## config.mk

```make
export PLATFORM = sky130hd
export DESIGN_NAME = lsu_ctrl
export DESIGN_NICKNAME = d
export VERILOG_FILES = /design/src/rtl/lsu_ctrl_pkg.sv /design/src/rtl/lsu_align.sv /design/src/rtl/lsu_ctrl.sv
export SDC_FILE = /design/constraint.sdc
export NUM_CORES = 1
export LEC_CHECK = 0
export BUFFER_PORTS_ARGS = -buffer_cell sky130_fd_sc_hd__buf_4
export CAP_MARGIN = 20
export CORE_UTILIZATION = 43
export DETAILED_ROUTE_END_ITERATION = 10
export GPL_TIMING_DRIVEN = 0
export PLACE_DENSITY = 0.79
export SLEW_MARGIN = 40
export SYNTH_ARGS = -nofsm -noshare
export SYNTH_HDL_FRONTEND = slang
export SYNTH_SLANG_ARGS = --single-unit
```

## constraint.sdc

```tcl
create_clock -name clk -period 1.7 [get_ports clk]
set_input_delay 0.085 -clock clk [delete_from_list [all_inputs] [get_ports clk]]
set_output_delay 0.085 -clock clk [all_outputs]
set_load 0.005 [all_outputs]
```

## src/rtl/lsu_ctrl_pkg.sv

```systemverilog
// rtl/lsu_ctrl_pkg.sv - shared state encodings and access-size constants for the load/store unit
package lsu_ctrl_pkg;

  typedef enum logic [1:0] {
    LSU_IDLE = 2'd0,
    LSU_REQ  = 2'd1,
    LSU_WAIT = 2'd2
  } lsu_state_e;

  localparam logic [1:0] LS_SIZE_BYTE = 2'b00;
  localparam logic [1:0] LS_SIZE_HALF = 2'b01;
  localparam logic [1:0] LS_SIZE_WORD = 2'b10;

endpackage

```

## src/rtl/lsu_align.sv

```systemverilog
// rtl/lsu_align.sv - byte-enable/store-lane replication and load lane extract with sign/zero extension
module lsu_align
  import lsu_ctrl_pkg::*;
(
  input  logic [1:0]  st_off_i,
  input  logic [1:0]  st_size_i,
  input  logic [31:0] st_data_i,
  output logic [3:0]  st_be_o,
  output logic [31:0] st_wdata_o,
  input  logic [1:0]  ld_off_i,
  input  logic [1:0]  ld_size_i,
  input  logic        ld_unsigned_i,
  input  logic [31:0] ld_rdata_i,
  output logic [31:0] ld_data_o
);

  logic [7:0]  ld_byte;
  logic [15:0] ld_half;

  always_comb begin
    st_be_o    = 4'b1111;
    st_wdata_o = st_data_i;
    case (st_size_i)
      LS_SIZE_BYTE: begin
        st_be_o    = 4'b0001 << st_off_i;
        st_wdata_o = {4{st_data_i[7:0]}};
      end
      LS_SIZE_HALF: begin
        st_be_o    = 4'b0011 << {st_off_i[1], 1'b0};
        st_wdata_o = {2{st_data_i[15:0]}};
      end
      default: begin
        st_be_o    = 4'b1111;
        st_wdata_o = st_data_i;
      end
    endcase
  end

  // Word accesses (and the undefined size 11) return the bus word untouched.
  always_comb begin
    ld_byte   = ld_rdata_i[{ld_off_i, 3'b000} +: 8];
    ld_half   = ld_rdata_i[{ld_off_i[1], 4'b0000} +: 16];
    ld_data_o = ld_rdata_i;
    case (ld_size_i)
      LS_SIZE_BYTE: ld_data_o = {{24{~ld_unsigned_i & ld_byte[7]}}, ld_byte};
      LS_SIZE_HALF: ld_data_o = {{16{~ld_unsigned_i & ld_half[15]}}, ld_half};
      default:      ld_data_o = ld_rdata_i;
    endcase
  end

endmodule

```

## src/rtl/lsu_ctrl.sv

```systemverilog
// rtl/lsu_ctrl.sv - single-outstanding load/store bus controller with timeout fault and write-back
module lsu_ctrl
  import lsu_ctrl_pkg::*;
#(
  parameter int DATA_WIDTH  = 32,
  parameter int TIMEOUT_CYC = 64,
  parameter int TO_WIDTH    = 7
) (
  input  logic                    clk,
  input  logic                    rst_n,
  input  logic                    de_lsu_flag,
  input  logic                    de_alu_l_flag,
  input  logic                    de_alu_s_flag,
  input  logic [1:0]              de_alu_ls_size,
  input  logic                    de_lsu_unsigned,
  input  logic [4:0]              de_rd_addr,
  input  logic [DATA_WIDTH-1:0]   alu_lsu_addr,
  input  logic                    alu_int_l_misa,
  input  logic                    alu_int_s_misa,
  input  logic [DATA_WIDTH-1:0]   reg2_data,
  output logic                    lsu_bus_req,
  output logic                    lsu_bus_we,
  output logic [DATA_WIDTH-1:0]   lsu_bus_addr,
  output logic [DATA_WIDTH/8-1:0] lsu_bus_be,
  output logic [DATA_WIDTH-1:0]   lsu_bus_wdata,
  input  logic                    bus_gnt,
  input  logic                    bus_rvalid,
  input  logic [DATA_WIDTH-1:0]   bus_rdata,
  input  logic                    bus_err,
  output logic                    lsu_stall,
  output logic                    lsu_wb_valid,
  output logic [4:0]              lsu_wb_rd,
  output logic [DATA_WIDTH-1:0]   lsu_wb_data,
  output logic                    lsu_int_fault,
  output logic                    lsu_int_is_store
);

  localparam logic [TO_WIDTH-1:0] TO_LAST = TO_WIDTH'(TIMEOUT_CYC - 1);

  lsu_state_e state_q, state_d;
  logic [TO_WIDTH-1:0]     cnt_q, cnt_d;
  logic [DATA_WIDTH-1:0]   addr_q, wdata_q;
  logic [1:0]              size_q;
  logic                    uns_q, we_q;
  logic [4:0]              rd_q;
  logic [DATA_WIDTH/8-1:0] be_q;

  logic                    accept, resp, timeout, in_req, wb_fire;
  logic [DATA_WIDTH/8-1:0] st_be;
  logic [DATA_WIDTH-1:0]   st_wdata, ld_data;

  // The ALU has already raised the misalignment exception, so such ops never reach the bus.
  assign accept = (state_q == LSU_IDLE) & de_lsu_flag & (de_alu_l_flag | de_alu_s_flag)
                & ~(alu_int_l_misa | alu_int_s_misa);

  lsu_align u_align (
    .st_off_i      (alu_lsu_addr[1:0]),
    .st_size_i     (de_alu_ls_size),
    .st_data_i     (reg2_data),
    .st_be_o       (st_be),
    .st_wdata_o    (st_wdata),
    .ld_off_i      (addr_q[1:0]),
    .ld_size_i     (size_q),
    .ld_unsigned_i (uns_q),
    .ld_rdata_i    (bus_rdata),
    .ld_data_o     (ld_data)
  );

  always_comb begin
    state_d = state_q;
    cnt_d   = cnt_q + TO_WIDTH'(1);
    resp    = 1'b0;
    timeout = 1'b0;
    case (state_q)
      LSU_IDLE: begin
        cnt_d = '0;
        if (accept) state_d = LSU_REQ;
      end
      LSU_REQ: begin
        if (bus_gnt && bus_rvalid) begin
          resp    = 1'b1;
          state_d = LSU_IDLE;
        end else if (bus_gnt) begin
          cnt_d   = '0;
          state_d = LSU_WAIT;
        end else if (cnt_q == TO_LAST) begin
          timeout = 1'b1;
          state_d = LSU_IDLE;
        end
      end
      LSU_WAIT: begin
        if (bus_rvalid) begin
          resp    = 1'b1;
          state_d = LSU_IDLE;
        end else if (cnt_q == TO_LAST) begin
          timeout = 1'b1;
          state_d = LSU_IDLE;
        end
      end
      default: state_d = LSU_IDLE;
    endcase
    if (state_d == LSU_IDLE) cnt_d = '0;
  end

  always_ff @(posedge clk or negedge rst_n) begin
    if (!rst_n) begin
      state_q <= LSU_IDLE;
      cnt_q   <= '0;
    end else begin
      state_q <= state_d;
      cnt_q   <= cnt_d;
    end
  end

  always_ff @(posedge clk or negedge rst_n) begin
    if (!rst_n) begin
      addr_q  <= '0;
      wdata_q <= '0;
      size_q  <= '0;
      uns_q   <= 1'b0;
      we_q    <= 1'b0;
      rd_q    <= '0;
      be_q    <= '0;
    end else if (accept) begin
      addr_q  <= alu_lsu_addr;
      wdata_q <= st_wdata;
      size_q  <= de_alu_ls_size;
      uns_q   <= de_lsu_unsigned;
      we_q    <= de_alu_s_flag;
      rd_q    <= de_rd_addr;
      be_q    <= st_be;
    end
  end

  assign in_req  = (state_q == LSU_REQ);
  assign wb_fire = resp & ~bus_err & ~we_q;

  assign lsu_bus_req      = in_req;
  assign lsu_bus_we       = in_req & we_q;
  assign lsu_bus_addr     = in_req ? {addr_q[DATA_WIDTH-1:2], 2'b00} : '0;
  assign lsu_bus_be       = in_req ? be_q : '0;
  assign lsu_bus_wdata    = in_req ? wdata_q : '0;

  assign lsu_stall        = ((state_q != LSU_IDLE) & ~(resp | timeout)) | accept;
  assign lsu_wb_valid     = wb_fire;
  assign lsu_wb_rd        = wb_fire ? rd_q : '0;
  assign lsu_wb_data      = wb_fire ? ld_data : '0;
  assign lsu_int_fault    = (resp & bus_err) | timeout;
  assign lsu_int_is_store = ((resp & bus_err) | timeout) & we_q;

endmodule

```

==> flow_summary_export.csv <==
group,metric,value,unit
power_and_ir_drop,p_leak,4.44,nW
die,die_x,109,um
detailed_routing,wire_per_inst,18.9,um
detailed_routing,postRouteAntennaNets,0,
cells_and_area,postLayoutCellArea,8890,um2
setup_path,start_kind,"flip-flop",
setup_path,end_kind,"output pin",
sta,worst_pin_slew,0.681,ns
setup_path,r2r_start,"state_q[0]",
logic_synthesis,yosys-mux-area-fraction,7.13,%
logic_synthesis,yosys_warnings,0,
logic_synthesis,synth-edff-count,0,
logic_synthesis,synth.most_common_cell,"nand2_1",
run,drv_cap,0,
die,initial_core_util,44.7,%
global_routing,grt_use_met2,56.4,%
placed_design,hpwl,12300,um
detailed_routing,viasPerCell,5.52,
placed_design,dp_slack,-0.581,ns
global_routing,grt_pass1_vias,5844,
die,core_area,11000,um2
clock_network,cts-buffers-inserted,9,
power_and_ir_drop,totalPowerFinal,12.0,mW
cells_and_area,layout-drive-gt1-share,46.8,%
logic_synthesis,synth-compound-area-share,12.7,%
global_routing,overflow,0,
setup_path,worstSetupPathType,"flip-flop to output pin",
logic_synthesis,synthArstFlopShare,100,%
logic_synthesis,synthFlopType,"dfrtp_1",
setup_path,cp_max_fo,5,
min_path,min-delay-start,"reg2_data[7]",
cells_and_area,fin_nets,1049,
logic_synthesis,yosys.area_share.adder,1.27,%
power_and_ir_drop,power_density,1350,nW/um2
logic_synthesis,synth_seq_cells,86,
setup_path,r2r-end,"cnt_q[4]",
setup_path,startpoint,"state_q[0]",
setup_path,cp.arrival,2.03,ns
detailed_routing,vias,5926,
min_path,hold_end,"wdata_q[7]",
placed_design,placed_cell_area,6790,um2
sta,layout_setup_ws,-0.414,ns
logic_synthesis,synth_top_family_by_area,"simple AND/OR/NAND/NOR gates",
clock_network,insertion_delay,0.34,ns
logic_synthesis,synthesis.area,4930,um2
setup_path,reg2reg_depth,7,
logic_synthesis,syn-instance-count,617,
setup_path,r2r_setup_slack,-0.08,ns
global_routing,use_met1,35.4,%
power_and_ir_drop,peakVddDrop,0.794,mV
min_path,whs_path_depth,3,
placed_design,finalWeightedCongestion,0.944,
clock_network,path_clk_slew,0.06,ns
sta,holdWs,0.0256,ns
die,ioPinCount,225,
global_routing,antenna_found_initial,0,
clock_network,cts_tree,"built",
sta,maxClockFrequency,473,MHz
die,die_y,109,um
clock_network,h-tree-depth,3,
sta,max_slew_margin,54.6,%
setup_path,worstPathRequired,1.62,ns
detailed_routing,wl,20300,um
die,dieArea,11900,um2
clock_network,clock_path_buffers,2,
global_routing,grt_use_total,31.8,%
outcome,run_status,"finished, violations left",
clock_network,cts_root_buf,"clkbuf_16",
logic_synthesis,synth_top_area_share,43.6,%
logic_synthesis,synth-xor-area-share,0.710,%
global_routing,grt_max_degree,87,
logic_synthesis,syn_area_per_cell,8.00,um2
detailed_routing,first_pass_iters,7,
global_routing,grt_pass1_wl,28600,um
cells_and_area,antenna_cells,0,
global_routing,gr-usage-met3,6.81,%
global_routing,grt.busiest_layer,"met2",
sta,fin_crit_sh,124,%
sta,rsz0062_at_grt,"true",
die,num_rows,38,
detailed_routing,drt_iter0_markers,626,
logic_synthesis,ys_seq_area_share,43.6,%
sta,clock_skew,0.00920,ns
min_path,hold_path_class,"input port to flip-flop",
logic_synthesis,synth_commonest_cells,"176 x nand2_1, 86 x dfrtp_1, 73 x and2_1, 59 x nor2_1, 54 x a21oi_1",
sta,fin_crit,2.11,ns
clock_network,cts.sinks,86,
logic_synthesis,yosys.area_share.simple,29.4,%
logic_synthesis,yosys.area.top_type,"dfrtp_1",
cells_and_area,layout-area-overhead-vs-synth,80.1,%
placed_design,port_buffers,221,
sta,slew_violations,0,
logic_synthesis,synth_area_leaders,"dfrtp_1 44%, nand2_1 13%, and2_1 9.3%",
sta,hold_violations,0,
sta,setup_viol,115,
logic_synthesis,yosysUniqueCellTypes,41,
detailed_routing,remaining_drc_errors,0,
outcome,violations,"setup timing",
-- stage by stage --
stage | util [%] | setup TNS (ns) | std cells
6_report | 80.6 | -21.27 | 1074
5_1_grt | 80.6 | -25.95 | 1074
4_1_cts | 74.3 | -24.75 | 1070
3_5_place_dp | 61.6 | -41.57 | 979
3_3_place_gp | 61.5 | -34.76 | 979
2_1_floorplan | - | -0.00934 | 618
-- layout make-up --
type                       instances  area (um2)
buffer                            37         322
fill                             634        2140
timing repair buffer             305        2830
tap                              140         175
sequential                        86        2150
multi-input combinational        472        3030
clock buffer                      11         233
inverter                          19        76.3
clock inverter                     4        72.6
-- cells by family after synthesis --
family / count (synthesis)
AND/OR/NAND/NOR: 324
AO/OA/AOI/OAI: 104
flip-flops: 86
buffers and inverters: 60
multiplexers: 33
adder cells (fa/ha/maj): 5
XOR/XNOR: 4
other: 1
-- layout by cell type, fill, tap and decap left out, types with 3 or more instances in the layout --
master         instances
a222oi_1               7
a21oi_2                3
buf_6                 85
o21ai_0               19
dfrtp_1               84
buf_2                  5
mux2i_1               25
and2_4                72
clkbuf_16             11
a31oi_1                3
clkbuf_2               6
buf_12                 5
buf_8                 13
nand2b_1               3
a221oi_2               5
clkbuf_1               9
mux2_2                 6
nor2_4                 4
buf_4                168
dlygate4sd3_1         47
nand2_1              173
inv_1                 16
nor2_2                19
nor2_1                36
a21oi_1               50
-- timing repair --
item	CTS	global route
gates cloned	8	1
hold buffers	47	0
pin swaps	15	15
hold endpoints to repair	132	0
setup buffers	22	8
endpoints found under the setup margin	185	185
resized for setup	104	221
-- flip-flops by register name, indices dropped and copies added, names as in the netlist --
register and cells:
rd_q 5, cnt_q 7, addr_q 32, we_q 1, uns_q 1, size_q 2, be_q 4, wdata_q 32
state_q 2
-- where the power goes --
part	internal, mW	total [mW]	switching [mW]	leakage [nW]
logic	3.27	6.26	2.99	3.25
clock network	1.28	2.08	0.799	0.146
registers	2.98	3.63	0.648	1.05
total	7.53	12.0	4.44	4.44
-- how the worst max path moves through the flow --
| stage | end | slack (ns) | depth (start not counted) |
|---|---|---|---|
| CTS | lsu_wb_data[28] | -0.37 | 8 |
| global placement | lsu_wb_data[12] | -0.49 | 9 |
| global route | lsu_wb_data[27] | -0.48 | 10 |
| finish | lsu_wb_data[27] | -0.41 | 10 |
| floorplan | lsu_wb_data[12] | -0.003 | 8 |
| detailed placement | lsu_wb_data[12] | -0.58 | 9 |
-- worst max-delay path, stage by stage (launching register included) --
cell	delay, ns
dfrtp_1	0.40
inv_2	0.08
ha_4	0.29
nand2_4	0.05
nor2_4	0.13
nand2_4	0.12
inv_6	0.11
nand2_8	0.07
buf_6	0.15
nor2_2	0.15
buf_4	0.13
-- metal layers --
metal | vias up | part of all wire, %
li1 | 2635 | -
met1 | 2829 | 35
met2 | 377 | 52
met3 | 85 | 8.5
met4 | 0 | 4.3
met5 | - | 0
No activity file was read; power rests on OpenSTA's default activity.
